--- config.mk ---
export PLATFORM = sky130hd
export DESIGN_NAME = wb_buffer_flat
export DESIGN_NICKNAME = d
export VERILOG_FILES = /design/src/rtl/wb_buffer_pkg.sv /design/src/rtl/wb_buffer_if.sv /design/src/rtl/wb_buffer_fwd_match.sv /design/src/rtl/wb_buffer.sv /design/src/flat_wrapper.sv
export SDC_FILE = /design/constraint.sdc
export NUM_CORES = 1
export LEC_CHECK = 0
export CAP_MARGIN = 20
export CORE_UTILIZATION = 45
export CTS_BUF_LIST = sky130_fd_sc_hd__clkbuf_2 sky130_fd_sc_hd__clkbuf_4 sky130_fd_sc_hd__clkbuf_8
export CTS_CLUSTER_SIZE = 8
export DETAILED_ROUTE_END_ITERATION = 16
export PLACE_DENSITY = 0.66
export SETUP_SLACK_MARGIN = 0.3
export SYNTH_ARGS = -nofsm -noshare
export SYNTH_HDL_FRONTEND = slang
export SYNTH_SLANG_ARGS = --single-unit
--- constraint.sdc ---
create_clock -name clk_in -period 13.19 [get_ports clk_in]
set_input_delay 1.9785 -clock clk_in [delete_from_list [all_inputs] [get_ports clk_in]]
set_output_delay 1.9785 -clock clk_in [all_outputs]
set_load 0.005 [all_outputs]
--- src/rtl/wb_buffer_pkg.sv ---
// Shared register-file constants and the writeback entry type used by the
// register file and the writeback buffer.
package rf_pkg;
  localparam int REG_DATA_WIDTH_POW = 6;
  localparam int REG_MEM_DEPTH_POW  = 5;
  localparam int REG_DATA_WIDTH     = 1 << REG_DATA_WIDTH_POW;

  typedef struct packed {
    logic [REG_MEM_DEPTH_POW-1:0] rd;
    logic [REG_DATA_WIDTH-1:0]    data;
  } wb_entry_t;
endpackage

--- src/rtl/wb_buffer_if.sv ---
// Enqueue, register-file write and forwarding signals of the writeback buffer.
interface wb_buffer_if #(
  parameter int DW        = 64,
  parameter int RW        = 5,
  parameter int DEPTH_POW = 2
);
  logic                 enq_valid;
  logic                 enq_ready;
  logic [RW-1:0]        enq_rd;
  logic [DW-1:0]        enq_data;
  logic                 wr_hold;
  logic                 wr_en;
  logic [RW-1:0]        wr_rd;
  logic [DW-1:0]        wr_data;
  logic [RW-1:0]        fwd_rs1;
  logic [RW-1:0]        fwd_rs2;
  logic                 fwd1_hit;
  logic                 fwd2_hit;
  logic [DW-1:0]        fwd1_data;
  logic [DW-1:0]        fwd2_data;
  logic [DEPTH_POW:0]   count;

  modport master (
    output enq_valid, enq_rd, enq_data, wr_hold, fwd_rs1, fwd_rs2,
    input  enq_ready, wr_en, wr_rd, wr_data, fwd1_hit, fwd2_hit,
           fwd1_data, fwd2_data, count
  );

  modport slave (
    input  enq_valid, enq_rd, enq_data, wr_hold, fwd_rs1, fwd_rs2,
    output enq_ready, wr_en, wr_rd, wr_data, fwd1_hit, fwd2_hit,
           fwd1_data, fwd2_data, count
  );
endinterface

--- src/rtl/wb_buffer_fwd_match.sv ---
// Forwarding lookup: searches occupied entries from the youngest (tail-1)
// towards the oldest and returns the first matching register value.
module wb_fwd_match
  import rf_pkg::*;
#(
  parameter int DEPTH_POW = 2
) (
  input  wb_entry_t [(1<<DEPTH_POW)-1:0] entries_i,
  input  logic [(1<<DEPTH_POW)-1:0]      occ_i,
  input  logic [DEPTH_POW-1:0]           tail_i,
  input  logic [REG_MEM_DEPTH_POW-1:0]   rs_i,
  output logic                           hit_o,
  output logic [REG_DATA_WIDTH-1:0]      data_o
);
  localparam int DEPTH = 1 << DEPTH_POW;

  logic [DEPTH_POW-1:0] idx;

  always_comb begin
    hit_o  = 1'b0;
    data_o = '0;
    idx    = '0;
    for (int k = 0; k < DEPTH; k++) begin
      idx = tail_i - DEPTH_POW'(k + 1);
      if (!hit_o && occ_i[idx] && (rs_i != '0) && (entries_i[idx].rd == rs_i)) begin
        hit_o  = 1'b1;
        data_o = entries_i[idx].data;
      end
    end
  end
endmodule

--- src/rtl/wb_buffer.sv ---
// In-order writeback buffer in front of the register file write port, with
// two combinational forwarding lookups over the queued results.
module wb_buffer #(
  parameter int REG_DATA_WIDTH_POW = rf_pkg::REG_DATA_WIDTH_POW,
  parameter int REG_MEM_DEPTH_POW  = rf_pkg::REG_MEM_DEPTH_POW,
  parameter int DEPTH_POW          = 2
) (
  input  logic       clk_in,
  input  logic       reset,
  wb_buffer_if.slave bus
);
  import rf_pkg::*;

  localparam int DEPTH = 1 << DEPTH_POW;
  localparam int DW    = 1 << REG_DATA_WIDTH_POW;
  localparam int RW    = REG_MEM_DEPTH_POW;

  localparam logic [DW-1:0] DATA_ZERO = '0;
  localparam logic [RW-1:0] RD_ZERO   = '0;

  typedef logic [DEPTH_POW-1:0] ptr_t;
  typedef logic [DEPTH_POW:0]   cnt_t;

  wb_entry_t [DEPTH-1:0] mem_q, mem_d;
  ptr_t                  head_q, head_d;
  ptr_t                  tail_q, tail_d;
  cnt_t                  count_q, count_d;

  logic             full;
  logic             empty;
  logic             store;
  logic             drain;
  logic [DEPTH-1:0] occ;
  ptr_t             off;

  assign full  = (count_q == cnt_t'(DEPTH));
  assign empty = (count_q == '0);

  // x0 results complete the handshake but are never stored.
  assign store = bus.enq_valid && !full && (bus.enq_rd != RD_ZERO);
  assign drain = !empty && !bus.wr_hold;

  assign bus.enq_ready = !full;
  assign bus.wr_en     = drain;
  assign bus.wr_rd     = empty ? RD_ZERO   : mem_q[head_q].rd;
  assign bus.wr_data   = empty ? DATA_ZERO : mem_q[head_q].data;
  assign bus.count     = count_q;

  always_comb begin
    occ = '0;
    off = '0;
    for (int i = 0; i < DEPTH; i++) begin
      off    = ptr_t'(i) - head_q;
      occ[i] = (cnt_t'(off) < count_q);
    end
  end

  always_comb begin
    mem_d   = mem_q;
    head_d  = head_q;
    tail_d  = tail_q;
    count_d = count_q;
    if (store) begin
      mem_d[tail_q].rd   = bus.enq_rd;
      mem_d[tail_q].data = bus.enq_data;
      tail_d             = tail_q + ptr_t'(1);
    end
    if (drain) begin
      head_d = head_q + ptr_t'(1);
    end
    case ({store, drain})
      2'b10:   count_d = count_q + cnt_t'(1);
      2'b01:   count_d = count_q - cnt_t'(1);
      default: count_d = count_q;
    endcase
  end

  always_ff @(posedge clk_in or posedge reset) begin
    if (reset) begin
      mem_q   <= '0;
      head_q  <= '0;
      tail_q  <= '0;
      count_q <= '0;
    end else begin
      mem_q   <= mem_d;
      head_q  <= head_d;
      tail_q  <= tail_d;
      count_q <= count_d;
    end
  end

  wb_fwd_match #(.DEPTH_POW(DEPTH_POW)) u_fwd1 (
    .entries_i (mem_q),
    .occ_i     (occ),
    .tail_i    (tail_q),
    .rs_i      (bus.fwd_rs1),
    .hit_o     (bus.fwd1_hit),
    .data_o    (bus.fwd1_data)
  );

  wb_fwd_match #(.DEPTH_POW(DEPTH_POW)) u_fwd2 (
    .entries_i (mem_q),
    .occ_i     (occ),
    .tail_i    (tail_q),
    .rs_i      (bus.fwd_rs2),
    .hit_o     (bus.fwd2_hit),
    .data_o    (bus.fwd2_data)
  );
endmodule

--- src/flat_wrapper.sv ---
// flat-port wrapper written by rule: the top's interface ports become plain ports
module wb_buffer_flat import rf_pkg::*;
#(
  parameter int REG_DATA_WIDTH_POW = rf_pkg::REG_DATA_WIDTH_POW,
  parameter int REG_MEM_DEPTH_POW  = rf_pkg::REG_MEM_DEPTH_POW,
  parameter int DEPTH_POW          = 2
)
  (clk_in, reset, bus_enq_valid, bus_enq_rd, bus_enq_data, bus_wr_hold, bus_fwd_rs1, bus_fwd_rs2, bus_enq_ready, bus_wr_en, bus_wr_rd, bus_wr_data, bus_fwd1_hit, bus_fwd2_hit, bus_fwd1_data, bus_fwd2_data, bus_count);
  wb_buffer_if #(.DEPTH_POW(DEPTH_POW)) bus_i ();
  input  logic clk_in;
  input  logic reset;
  input wire logic [$bits(bus_i.enq_valid)-1:0] bus_enq_valid;
  input wire logic [$bits(bus_i.enq_rd)-1:0] bus_enq_rd;
  input wire logic [$bits(bus_i.enq_data)-1:0] bus_enq_data;
  input wire logic [$bits(bus_i.wr_hold)-1:0] bus_wr_hold;
  input wire logic [$bits(bus_i.fwd_rs1)-1:0] bus_fwd_rs1;
  input wire logic [$bits(bus_i.fwd_rs2)-1:0] bus_fwd_rs2;
  output wire logic [$bits(bus_i.enq_ready)-1:0] bus_enq_ready;
  output wire logic [$bits(bus_i.wr_en)-1:0] bus_wr_en;
  output wire logic [$bits(bus_i.wr_rd)-1:0] bus_wr_rd;
  output wire logic [$bits(bus_i.wr_data)-1:0] bus_wr_data;
  output wire logic [$bits(bus_i.fwd1_hit)-1:0] bus_fwd1_hit;
  output wire logic [$bits(bus_i.fwd2_hit)-1:0] bus_fwd2_hit;
  output wire logic [$bits(bus_i.fwd1_data)-1:0] bus_fwd1_data;
  output wire logic [$bits(bus_i.fwd2_data)-1:0] bus_fwd2_data;
  output wire logic [$bits(bus_i.count)-1:0] bus_count;
  assign bus_i.enq_valid = bus_enq_valid;
  assign bus_i.enq_rd = bus_enq_rd;
  assign bus_i.enq_data = bus_enq_data;
  assign bus_i.wr_hold = bus_wr_hold;
  assign bus_i.fwd_rs1 = bus_fwd_rs1;
  assign bus_i.fwd_rs2 = bus_fwd_rs2;
  assign bus_enq_ready = bus_i.enq_ready;
  assign bus_wr_en = bus_i.wr_en;
  assign bus_wr_rd = bus_i.wr_rd;
  assign bus_wr_data = bus_i.wr_data;
  assign bus_fwd1_hit = bus_i.fwd1_hit;
  assign bus_fwd2_hit = bus_i.fwd2_hit;
  assign bus_fwd1_data = bus_i.fwd1_data;
  assign bus_fwd2_data = bus_i.fwd2_data;
  assign bus_count = bus_i.count;
  wb_buffer #(.REG_DATA_WIDTH_POW(REG_DATA_WIDTH_POW), .REG_MEM_DEPTH_POW(REG_MEM_DEPTH_POW), .DEPTH_POW(DEPTH_POW)) u_core (.clk_in(clk_in), .reset(reset), .bus(bus_i));
endmodule
==> metrics.md <==
| Metric | Value |
|---|---|
| Synth area leader | `dfrtp_1` |
| Num CTS Buffers | `56` |
| Synth unique cells | `42` |
| RR Startpoint | `u_core.tail_q[0]` |
| Hold crit path type | `flip-flop to flip-flop` |
| DRT Wirelength | `84520 um` |
| Maximum vdd drop | `0.0002207 V` |
| Post-Place Cells | `3079` |
| Num ports | `287` |
| Starting density of the core | `0.4576` |
| Pwr dens | `340.6 nW/um^2` |
| Routability Congestion | `0.8776` |
| Layout cells sized above 1 | `0.3494` |
| WHS Endpoint | `u_core.mem_q[159]` |
| Beginning of the critical path | `bus_fwd_rs1[2]` |
| Yosys warning total | `0` |
| HP Start | `u_core.mem_q[159]` |
| Startpoint class of the critical path | `input port` |
| Clk sinks | `283` |
| Clock slew at reported path FFs | `0.06 ns` |
| EDFF count, synth | `0` |
| Fin crit period | `8.774 ns` |
| TritonCTS clock tree | `done` |
| Starting DRC count in detailed routing | `2410` |
| Die ar. | `57190 sq um` |
| Clock Latency Late Sink | `0.66 ns` |
| Seq/Total Area, Yosys | `0.2798` |
| Slew headroom | `0.2332` |
| First-pass GRT wire length | `130000 um` |
| Hold path depth | `1` |
| Clk buf depth | `3` |
| Die height | `239.2 um` |
| Non-Filler Instances | `3187` |
| GRT Total Usage | `0.2942` |
| Filler cell count | `4817` |
| RSZ-0062 raised after global routing | `false` |
| Worst reg2reg path endpoint | `u_core.mem_q[163]` |
| Final Skew | `0.02990 ns` |
| Setup TNS | `0 ns` |
| GRT Residual Overflow | `0` |
| Fmax | `0.1140 GHz` |
| Ys flop type | `dfrtp_1` |
| Final Instance Area | `29620 sq um` |
| Detail Placement HPWL | `50430 um` |
| Placed cell area | `28300 sq um` |
| Via count | `21572` |
| Final Hold Viols | `0` |
| IO Port Bufs | `286` |
| Critical path type | `input port to output pin` |
| Synth Cell Area | `25310 sq um` |
| Nets | `2483` |
| Most frequent cell after synthesis | `mux2_2` |
| Crit path DAT | `6.80 ns` |
| Number of global-route vias before repair | `21117` |
| Initial antenna violation count | `9` |
| Required @ worst endpoint | `11.21 ns` |
| Critical path fanouts, max | `66` |
| # DRC | `0` |
| Vias per inst | `6.769` |
| Flip-flop and latch area | `7097 sq um` |
| Max Cap Viol | `0` |
| Synth area leaders | `dfrtp_1 (28%), mux4_2 (20%), mux2_2 (18%), mux2i_1 (5.1%), o221ai_2 (4.0%)` |
| Row cnt | `86` |
| Post-route ant nets | `0` |
| Width of the die | `239.2 um` |
| Clk Tree Root Cell | `clkbuf_8` |
| Reg2reg path depth | `5` |
| Largest net degree at the start of global routing | `164` |
| H-tree depth | `2` |
| Fin util | `0.5356` |
| Post-synth top area share | `0.2798` |
| Least-Margin Pin Slew | `1.150 ns` |
| Multi-input gate area | `17090 sq um` |
| Area Overhead vs Synth | `17.06%` |
| Synth Net Count | `2367` |
| Final slew viol count | `0` |
| Post-synth ARST share | `1.000` |
| Final worst-path cycle share | `0.6652` |
| DRT Pass-1 Iters | `6` |
| Post-CTS Setup Bufs | `0` |
| Final Power | `10.09 mW` |
| Core footprint | `55310 sq um` |
| Cell count after synthesis | `2274` |
| CP Capture Type | `output pin` |
| Synth top cells by count | `mux2_2 (404), dfrtp_1 (283), nand2_1 (264), mux4_2 (221), clkbuf_1 (142)` |
| Post-cts resize count | `0` |
| FF+latch count, synth | `283` |
| R2R Setup Slk | `9.48 ns` |
| Synth Area per Inst | `11.13 sq um` |
| Hold buffer count at cts | `0` |
| Pleak | `10.70 nW` |
| Outcome | `finished, final reports clean` |
| Drt wl/cell | `26.52 um` |
| Setup Viol. Count Final | `0` |
per-stage QoR:
step	hold slack [ns]	setup WS, ns
after floorplan	0.5425	3.404
after global placement	0.5594	4.476
after detailed placement	0.5827	4.388
after CTS	0.5959	4.370
after global routing	0.6192	4.183
final	0.5952	4.416
logic make-up after synthesis:
logic type	share of synthesized area
muxes	0.4274
and+or+nand+nor	0.1030
AOI/OAI and AO/OA	0.1231
DFF	0.2798
buffers and inverters	0.04791
xor gates and xnor gates	0.01350
adders and majority gates	0.005241
registers in the layout (all words and copies together) (netlist names):
name              flops
u_core.tail_q         2
u_core.mem_q        276
u_core.bus.count      3
u_core.head_q         2
layer usage:
metal  GRT usage  vias to the layer above  part of all wire
li1            -                     9235                 -
met1      0.3978                    10850              0.41
met2      0.4552                     1270              0.46
met3     0.07506                      211             0.099
met4      0.1066                        6             0.032
met5           0                        -           0.00053
report_power, final:
| part | total [mW] | internal, mW | leakage, nW | switching, mW |
|---|---|---|---|---|
| Sequential | 2.13 | 1.32 | 3.36 | 0.806 |
| Clock | 1.03 | 0.605 | 0.686 | 0.423 |
| Combinational | 6.94 | 3.54 | 6.66 | 3.40 |
critical path, cell delays in order:
cell and delay [ns]:
clkdlybuf4s50_1 0.56, nor4_1 0.55, nor3_1 0.10, o211ai_1 0.20, buf_4 0.79, or3_4 0.98, nand4_4 0.14, buf_4 0.46
o221ai_1 0.38, clkdlybuf4s50_1 0.55
worst max path at each step:
stage / endpoint / slack, ns / depth (start not counted)
after global placement: bus_fwd2_data[63] / 4.48 / 10
after detailed placement: bus_fwd2_data[63] / 4.39 / 10
after CTS: bus_fwd2_data[63] / 4.37 / 10
after floorplan: u_core.bus.count[0] / 3.40 / 1
final: bus_fwd1_data[10] / 4.42 / 10
after global routing: bus_fwd2_data[3] / 4.18 / 11
layout make-up:
class	instances	share of cell area
clock inverters	9	0.003210
diodes	6	0.0005068
multi-input cells	1719	0.5770
inverters	12	0.001943
flip-flops and latches	283	0.2396
clock buffers	92	0.04021
repair buffers	318	0.1060
well taps	748	0.03159
placed cells by master, fill, tap and decap left out, types with 71 or more instances in the layout:
cell type,synthesis,layout
mux2i_1,129,129
nand2_1,264,259
mux4_2,221,220
o21ai_0,129,129
mux2_2,404,404
dfrtp_1,283,279
a31oi_1,125,125
nor2b_1,71,71
clkbuf_8,0,80
clkdlybuf4s50_1,0,286
nor4_1,131,131
Power figures use the tool's default switching activity.
